### config.mk
export PLATFORM = sky130hd
export DESIGN_NAME = cap_bank_update_sequencer
export DESIGN_NICKNAME = d
export VERILOG_FILES = /design/src/rtl/cap_bank_update_sequencer.sv
export SDC_FILE = /design/constraint.sdc
export NUM_CORES = 1
export LEC_CHECK = 0
export BUFFER_PORTS_ARGS = -buffer_cell sky130_fd_sc_hd__buf_4
export CORE_UTILIZATION = 53
export CTS_BUF_LIST = sky130_fd_sc_hd__clkbuf_2 sky130_fd_sc_hd__clkbuf_4 sky130_fd_sc_hd__clkbuf_8
export CTS_CLUSTER_SIZE = 25
export DETAILED_ROUTE_END_ITERATION = 10
export PLACE_DENSITY = 0.83
export SYNTH_ARGS = -nofsm -noshare
export SYNTH_HDL_FRONTEND = slang
export SYNTH_SLANG_ARGS = --single-unit
### constraint.sdc
create_clock -name clk -period 2.2 [get_ports clk]
set_input_delay 0.44 -clock clk [delete_from_list [all_inputs] [get_ports clk]]
set_output_delay 0.44 -clock clk [all_outputs]
set_load 0.05 [all_outputs]
### src/rtl/cap_bank_update_sequencer.sv
// Sequences 7-bit tuning codes onto the shared capacitor-board code bus with setup, strobe, hold and settle phases.
// Optional feature: define CAP_SEQ_DEDUP_EN to skip the sequence when the same code is sent again.
module cap_bank_update_sequencer #(
  parameter int CODE_W     = 7,
  parameter int SETUP_CYC  = 4,
  parameter int STROBE_CYC = 5,
  parameter int HOLD_CYC   = 4,
  parameter int SETTLE_CYC = 16,
  parameter int CNT_W      = 16
) (
  input  logic              clk,
  input  logic              rst_n,
  input  logic              cmd_valid,
  input  logic [CODE_W-1:0] cmd_code,
  output logic              cmd_ready,
  output logic [CODE_W-1:0] code_out,
  output logic              enable_out,
  output logic              busy,
  output logic              done,
  output logic [CNT_W-1:0]  update_count
);

  localparam logic [2:0] ST_IDLE   = 3'd0;
  localparam logic [2:0] ST_SETUP  = 3'd1;
  localparam logic [2:0] ST_STROBE = 3'd2;
  localparam logic [2:0] ST_HOLD   = 3'd3;
  localparam logic [2:0] ST_SETTLE = 3'd4;

  localparam int TMR_W = 16;
  // Timer holds (phase length - 1); the phase ends on the cycle it reads zero.
  localparam logic [TMR_W-1:0] SETUP_LD  = TMR_W'(SETUP_CYC - 1);
  localparam logic [TMR_W-1:0] STROBE_LD = TMR_W'(STROBE_CYC - 1);
  localparam logic [TMR_W-1:0] HOLD_LD   = TMR_W'(HOLD_CYC - 1);
  localparam logic [TMR_W-1:0] SETTLE_LD = TMR_W'((SETTLE_CYC > 0) ? SETTLE_CYC - 1 : 0);

  logic [2:0]        state_q, state_d;
  logic [TMR_W-1:0]  timer_q, timer_d;
  logic [CODE_W-1:0] code_q, code_d;
  logic              enable_q, enable_d;
  logic              done_q, done_d;
  logic [CNT_W-1:0]  count_q, count_d;
  logic              accept;
  logic              dup_hit;
  logic              start_full;

  assign cmd_ready    = (state_q == ST_IDLE) && rst_n;
  assign accept       = cmd_valid && cmd_ready;
  assign start_full   = accept && !dup_hit;
  assign code_out     = code_q;
  assign enable_out   = enable_q;
  assign busy         = (state_q != ST_IDLE);
  assign done         = done_q;
  assign update_count = count_q;

`ifdef CAP_SEQ_DEDUP_EN
  logic [CODE_W-1:0] last_code_q, last_code_d;
  logic              last_valid_q, last_valid_d;

  assign dup_hit = last_valid_q && (cmd_code == last_code_q);

  always_comb begin
    last_code_d  = last_code_q;
    last_valid_d = last_valid_q;
    if (start_full) begin
      last_code_d  = cmd_code;
      last_valid_d = 1'b1;
    end
  end

  always_ff @(posedge clk) begin
    if (!rst_n) begin
      last_code_q  <= '0;
      last_valid_q <= 1'b0;
    end else begin
      last_code_q  <= last_code_d;
      last_valid_q <= last_valid_d;
    end
  end
`else
  assign dup_hit = 1'b0;
`endif

  always_comb begin
    state_d  = state_q;
    timer_d  = timer_q;
    code_d   = code_q;
    enable_d = 1'b0;
    done_d   = 1'b0;
    count_d  = count_q;
    case (state_q)
      ST_IDLE: begin
        if (start_full) begin
          code_d  = cmd_code;
          state_d = ST_SETUP;
          timer_d = SETUP_LD;
        end else if (accept) begin
          done_d = 1'b1;
        end
      end
      ST_SETUP: begin
        if (timer_q == '0) begin
          state_d  = ST_STROBE;
          timer_d  = STROBE_LD;
          enable_d = 1'b1;
          if (count_q != '1) count_d = count_q + 1'b1;
        end else begin
          timer_d = timer_q - 1'b1;
        end
      end
      ST_STROBE: begin
        if (timer_q == '0) begin
          state_d = ST_HOLD;
          timer_d = HOLD_LD;
        end else begin
          enable_d = 1'b1;
          timer_d  = timer_q - 1'b1;
        end
      end
      ST_HOLD: begin
        if (timer_q == '0) begin
          if (SETTLE_CYC == 0) begin
            state_d = ST_IDLE;
            done_d  = 1'b1;
          end else begin
            state_d = ST_SETTLE;
            timer_d = SETTLE_LD;
          end
        end else begin
          timer_d = timer_q - 1'b1;
        end
      end
      ST_SETTLE: begin
        if (timer_q == '0) begin
          state_d = ST_IDLE;
          done_d  = 1'b1;
        end else begin
          timer_d = timer_q - 1'b1;
        end
      end
      default: state_d = ST_IDLE;
    endcase
  end

  always_ff @(posedge clk) begin
    if (!rst_n) begin
      state_q  <= ST_IDLE;
      timer_q  <= '0;
      code_q   <= '0;
      enable_q <= 1'b0;
      done_q   <= 1'b0;
      count_q  <= '0;
    end else begin
      state_q  <= state_d;
      timer_q  <= timer_d;
      code_q   <= code_d;
      enable_q <= enable_d;
      done_q   <= done_d;
      count_q  <= count_d;
    end
  end

endmodule

### After elaboration in Yosys (flattened, before gate mapping)

Cells that the tools add are included.

* input port bits: 10
* bits in latches: 0
* output and inout port bits: 27
* ROM bits: 0
* word-level logic and storage cells: 45
* memories kept: 0
* bits in writable memories: 0
* register bits after elaboration: 44

* multiply operators: 0
* magnitude comparators: 0
* shift-type cells: 0
* bitwise logic cells: 0
* reduce and logical (&&, ||, !) cells: 11
* $add $sub $neg: 2
* multiplexer cells: 15
* div/mod/pow operators: 0
* equal/unequal tests: 11

Operators with widths (number)
* 16-bit two-way mux: 5
* 16-bit one-hot mux with 5 select lines: 1
* 16-bit by 1-bit adder with 16-bit output, second input constant: 1
* 16-bit zero test: 1
* 16-bit inequality test, second input constant: 1
* 16-bit by 1-bit subtractor with 16-bit output, second input constant: 1
* 3-bit two-way mux: 5
* 3-bit one-hot mux with 5 select lines: 1
* 2-bit inequality test, second input constant: 6
* 3-bit by 2-bit equality test with 1-bit output, second input constant: 2
* 3-bit AND reduction: 2
* 5-bit AND reduction: 1
* 5-bit nonzero test: 1
* 2-bit AND reduction: 2
* 3-bit by 1-bit equality test with 1-bit output, second input constant: 1
* 3-bit equality test, second input constant: 1
* 3-bit zero test: 1
* 3-bit nonzero test: 1
* 1-bit logical AND: 2
* 1-bit two-way mux: 2
* 1-bit one-hot mux with 2 select lines: 1

### Longest topological paths before layout

Gate-level depths: netlist (run 1).

* depth in word-level cells: 5
* depth in mapped cells: 8
* gate-level depth less buffers: 7

### Worst setup path before layout (run 1)

No wires, ideal clock.

* path kind: register to register
* from: register timer_q[0]
* to: register count_q[15], in the netlist update_count[15]
* data required time: 2.129 ns
* period minus slack after synthesis: 2.319 ns
* setup slack: -0.119 ns
* arrival time: 2.248 ns
* path buffers: 1
* cell stages (with the launch flop): 9
* setup time: 0.071 ns
* cells stage by stage: dfxtp_1 -> inv_1 -> ha_1 -> nor4b_4 -> nand3_1 -> or4_4 -> buf_6 -> or4_1 -> a21oi_1

* word-level cells in the longest chain between the ends: 2

RTL lines
* start, declared: RTL line 37 `logic [TMR_W-1:0] timer_q, timer_d;`
* start signal, assigned: RTL line 154 `timer_q <= timer_d;`
* 16-bit zero test: RTL line 101 `if (timer_q == '0) begin`
* 3-bit AND reduction (no source line)
* end signal, assigned: RTL line 158 `count_q <= count_d;`
* end, declared: RTL line 41 `logic [CNT_W-1:0] count_q, count_d;`

No other way between the ends.
A chain may end at the register's enable or synchronous reset.

### Final worst setup path (run 1)

* from: register timer_q[12]
* to: register count_q[7], in the netlist update_count[7]

Same word-level chain as after synthesis.

==> results of run 1 <==
## stage by stage
stage | area, um^2 | utilization
after CTS | 2919 | 0.7143
after detailed placement | 2811 | 0.6880
after global routing | 2977 | 0.7284
final | 2977 | 0.7284
after floorplan | 2313 | -
after global placement | 2811 | 0.6880
## routing by layer
layer / vias up / wire length (um)
li1: 1184 / -
met1: 1103 / 2740
met2: 81 / 2774
met3: 6 / 398
met4: 0 / 89
met5: - / 0
## registers in the layout, summed over array words and instances, names as in the netlist
name	cells
state_q	3
code_out	7
timer_q	16
enable_out	1
update_count	16
done	1
## worst min-delay path: stages
cell	delay (ps)
buf_4	80
nand2_1	30
o21ai_0	50
## cell families (layout without fill, tap and decap cells)
group / Yosys count / count (layout) / share of synthesized area
compound gates: 76 / 76 / 0.2102
xor+xnor: 4 / 4 / 0.01521
fa+ha+maj: 2 / 2 / 0.01086
buf+inv: 21 / 82 / 0.03748
flops: 44 / 44 / 0.3824
mux: 5 / 5 / 0.02227
simple gates: 133 / 134 / 0.3216
## final cells by class
cell class                 instances  area, um^2  area share
timing repair buffer              67       503.0      0.1690
clock buffer                       5       68.82     0.02312
tap                               50       62.56     0.02102
clock inverter                     1       30.03     0.01009
inverter                           9       33.78     0.01135
sequential                        44       882.1      0.2963
multi-input combinational        221        1396      0.4691
## power groups by stage
stage	registers [mW]	clock network, mW	logic, mW
after floorplan	1.29	0	1.64
final	1.13	0.586	2.94
after global placement	1.13	0	2.65
after global routing	1.15	0.624	3.21
after CTS	1.13	0.593	2.73
after detailed placement	1.15	0	2.69
## cells in the mapped netlist, drive strengths merged, types with 3 or more instances
library cell and instances:
nor3 13, o31ai 8, and2 3, nand4 6, o21a 3, or3 14
nor4 6, o21ai 21, a21boi 3, nand2b 3, or4 10, nand3 7
xnor2 3, nor2 16, a22oi 3, or2 5, nand2 39, o211ai 4
clkbuf 10, dfxtp 44, nor4b 3, a21oi 21, mux2i 4, inv 9
## timing repair
action                     in CTS  in global routing
gates resized for setup         0                 14
hold buffers                    0                  0
pin swaps                       2                  5
buffers inserted                0                  2
setup endpoints to repair       3                 15
gates cloned                    1                  0
## path summary, 6_finish.rpt
| check | start | endpoint | slack [ps] | cells past startpoint |
|---|---|---|---|---|
| setup / recovery | timer_q[12]$_SDFFE_PN0P_ | update_count[7]$_SDFFE_PN0P_ | -20 | 5 |
| hold / removal | cmd_code[0] | code_out[0]$_SDFFE_PN0P_ | 340 | 3 |
| setup reg to reg | timer_q[12]$_SDFFE_PN0P_ | update_count[7]$_SDFFE_PN0P_ | -20 | 5 |
| hold reg to reg | code_out[3]$_SDFFE_PN0P_ | code_out[3]$_SDFFE_PN0P_ | 470 | 2 |
==> impl_metrics.yaml, run 1 <==
power:
  peakVddDrop_mv: 1.016
  p_int_mw: 2.574
  power_mw: 4.659
  power.share.combinational: 0.632
  p_clk_frac: 0.126
  powerDensity_nw_per_um2: 1565
  p_switching_mw: 2.085
  p_sw_frac: 0.4475
  seqPwrFrac: 0.242
  p_leak_nw: 1.194
critical_path:
  crit_path_top_delay_cell: "or4_4"
  endpoint_kind: "register"
  path_delay_family: "simple AND/OR/NAND/NOR gates"
  cp.arrival_ps: 2460
  start_kind: "register"
  critPathKind: "register to register"
  path_max_fanout: 7
  path_cells: "or3_4 > or2_4 > or4_4 > or4_4 > a21oi_2"
  path_common_cell: "or4_4"
  path_buf_inv: 0
  critPathMaxStageDelay_ps: 550
  worstPathRequired_ps: 2440
synth:
  ys.flop_type: "dfxtp_1"
  yosysSeqAreaShare: 0.3824
  synth_nets: 297
  synth-seq-cells: 44
  synthCells: 285
  synth_edf_count: 0
  netlist_area_um2: 2303
  yosysTopAreaCell: "dfxtp_1"
  synth_cell_types: 52
  yosysWarnings: 0
  ys_async_sr_fraction: 0
  avgSynthCellArea_um2: 8.082
  yosysTopAreaCellShare: 0.3824
  synth_area_leaders: "dfxtp_1, nand2_1, a21oi_1, o21ai_0, or3_1"
grt:
  grt_util_met2: 0.4473
  grt_start_max_net_pins: 24
  grt_pass1_wl_um: 9687
  grt.busiest_layer: "met2"
  grt_pass1_vias: 2141
  met1_usage: 0.3600
  grt_usage: 0.2798
  grt_overflow: 0
  grtUsageMet3: 0.07000
  antenna_found_initial: 0
sta:
  fin_crit_sh: 1.011
  drv_slew: 0
  hold_viol: 0
  rsz0062_at_grt: "true"
  worst_clock_skew_ps: 4.154
  worst_hold_slack_ps: 337.0
  finalCriticalPeriod_ps: 2224
  fin_ws_ps: -24.37
  tns_ps: -30.26
  slew_headroom: 0.6517
  tightest_slew_ps: 520.6
  setup_viol: 2
  fmax_ghz: 0.4496
finish:
  num_antenna_cells: 0
  final_nets: 360
  final_cells: 397
  fillers: 317
  synthToLayoutAreaGrowth_pct: 29.22
  most-common-layout-cells: "buf_4, dfxtp_1, nand2_1"
  drive_above_1_share: 0.2853
  layout_commonest_cell: "buf_4"
detailed_routing:
  wl_per_cell_um: 15.12
  ant_nets: 0
  firstDrtPassIters: 4
  drt_iter0_markers: 196
  vias_per_cell: 5.980
  routed_wirelength_um: 6003
  drc: 0
  vias: 2374
cts:
  max-clock-path-buffers: 2
  clk_latency_ps: 300
  cts_root_buf: "clkbuf_8"
  cts.clk_slew.worst_paths_ps: 80
  htreeDepth: 2
  cts_tree: "built"
  clock-sinks: 44
  numCtsBuffers: 5
status:
  violations: "setup timing"
  status: "complete, but fails checks"
placement:
  port-buffer-count: 36
  dpl.cell_count: 388
  dpl.hpwl_um: 4137
  gp_congestion: 0.8333
  dp_slack_ps: -29.20
floorplanning:
  dieWidth_um: 67.93
  io-pin-count: 37
  dieArea_um2: 4614
  row_count: 23
  placeableCoreArea_um2: 4086
  initial_core_util: 0.5637
  die_h_um: 67.93
job:
  cap_violations: 0
worst_hold_path:
  hp-class: "primary input to register"
Note: power is estimated with default switching activity, not from simulation.
==> run 2, diff against run 1 <==
--- a/config.mk
+++ b/config.mk
@@ -11,6 +11,7 @@
 export CTS_CLUSTER_SIZE = 25
 export DETAILED_ROUTE_END_ITERATION = 10
 export PLACE_DENSITY = 0.83
+export SKIP_CTS_REPAIR_TIMING = 1
 export SYNTH_ARGS = -nofsm -noshare
 export SYNTH_HDL_FRONTEND = slang
 export SYNTH_SLANG_ARGS = --single-unit
==> impl_metrics.yaml, run 2 (synthesized netlist as in run 1, its figures left out) <==
power:
  peakVddDrop_mv: 1.010
  powerDensity_nw_per_um2: 1538
  p_switching_mw: 2.057
  p_clk_frac: 0.128
  p_sw_frac: 0.4511
  p_leak_nw: 1.182
  power.share.combinational: 0.624
  p_int_mw: 2.503
  seqPwrFrac: 0.248
placement:
  dp_slack_ps: -29.20
  dpl.hpwl_um: 4137
  postPlaceCellArea_um2: 2811
  port-buffer-count: 36
  gp_congestion: 0.8333
cts:
  max-clock-path-buffers: 2
  htreeDepth: 2
  cts_root_buf: "clkbuf_8"
  numCtsBuffers: 5
  cts_tree: "built"
  clk_latency_ps: 300
  clock-sinks: 44
  cts.clk_slew.worst_paths_ps: 80
worst_hold_path:
  hp-class: "primary input to register"
detailed_routing:
  vias: 2403
  vias_per_cell: 6.084
  ant_nets: 0
  drt_iter0_markers: 216
  wl_per_cell_um: 15.21
  routed_wirelength_um: 6009
  firstDrtPassIters: 4
  drc: 0
sta:
  worst_hold_slack_ps: 335.3
  fmax_ghz: 0.4477
  slew_headroom: 0.6315
  fin_ws_ps: -33.61
  hold_viol: 0
  tightest_slew_ps: 550.7
  rsz0062_at_grt: "true"
  finalCriticalPeriod_ps: 2234
  fin_crit_sh: 1.015
  drv_slew: 0
  setup_viol: 2
  worst_clock_skew_ps: 3.030
critical_path:
  worstPathRequired_ps: 2430
  critPathMaxStageDelay_ps: 570
  path_delay_family: "simple AND/OR/NAND/NOR gates"
  start_kind: "register"
  path_cells: "or3_4 > or2_4 > or4_4 > or4_1 > a21oi_1"
  path_max_fanout: 7
  critPathKind: "register to register"
  crit_path_top_delay_cell: "or4_4"
  path_buf_inv: 0
  endpoint_kind: "register"
  regToRegSetupSlack_ps: -30
  cp.arrival_ps: 2470
floorplanning:
  dieArea_um2: 4614
  initial_core_util: 0.5637
  dieWidth_um: 67.93
  row_count: 23
  io-pin-count: 37
  die_h_um: 67.93
  placeableCoreArea_um2: 4086
grt:
  grt_pass1_vias: 2106
  grt_start_max_net_pins: 24
  grt_overflow: 0
  grt_usage: 0.2749
  grt_pass1_wl_um: 9487
  antenna_found_initial: 0
finish:
  synthToLayoutAreaGrowth_pct: 28.73
  drive_above_1_share: 0.2841
  layout_commonest_cell: "buf_4"
  final_area_um2: 2965
  most-common-layout-cells: "buf_4, dfxtp_1, nand2_1"
  final_nets: 358
  utilization: 0.7257
  num_antenna_cells: 0
status:
  violations: "setup timing"
  status: "complete, but fails checks"
job:
  cap_violations: 0
[run 2: changes by cell type in the layout (fill, tap and decap cells not counted), sizes merged]
cell  before  now
buf       67   65
[run 2: worst min-delay path: stages]
cell     delay [ps]
buf_4            80
nand2_1          30
o21ai_0          50
[run 2: metrics by stage]
stage	instances	power, mW	setup TNS (ps)
global route	395	4.880	-213.0
detailed placement	388	3.839	-36.92
finish	395	4.561	-51.36
global placement	388	3.776	-8.583
floorplan	285	2.931	-27.84
CTS	394	4.434	-122.8
[run 2: cell type report]
cell class	instances	area [um^2]
inverter	9	33.78
tap	50	62.56
fill	314	1121
timing repair buffer	65	488.0
sequential	44	880.8
multi-input combinational	221	1401
clock inverter	1	30.03
clock buffer	5	68.82
[run 2: power groups by stage]
stage / clock, mW / combinational [mW] / sequential (mW)
2_1_floorplan: 0 / 1.64 / 1.29
3_3_place_gp: 0 / 2.65 / 1.13
3_5_place_dp: 0 / 2.69 / 1.15
4_1_cts: 0.593 / 2.71 / 1.13
5_1_grt: 0.624 / 3.10 / 1.15
6_report: 0.584 / 2.85 / 1.13
[run 2: path summary, 6_finish.rpt]
path | depth (start not counted) | endpoint | start
worst max-delay path | 5 | update_count[5]$_SDFFE_PN0P_ | timer_q[11]$_SDFFE_PN0P_
worst min-delay path | 3 | code_out[0]$_SDFFE_PN0P_ | cmd_code[0]
worst max register to register | 5 | update_count[5]$_SDFFE_PN0P_ | timer_q[11]$_SDFFE_PN0P_
worst min register to register | 2 | code_out[3]$_SDFFE_PN0P_ | code_out[3]$_SDFFE_PN0P_
[run 2: metal layers]
| metal | GRT usage | vias up | part of all wire |
|---|---|---|---|
| met5 | 0 | - | 0 |
| met4 | 0.1042 | 0 | 0.015 |
| met3 | 0.07000 | 7 | 0.063 |
| met2 | 0.4375 | 83 | 0.46 |
| met1 | 0.3540 | 1136 | 0.46 |
| li1 | - | 1177 | - |
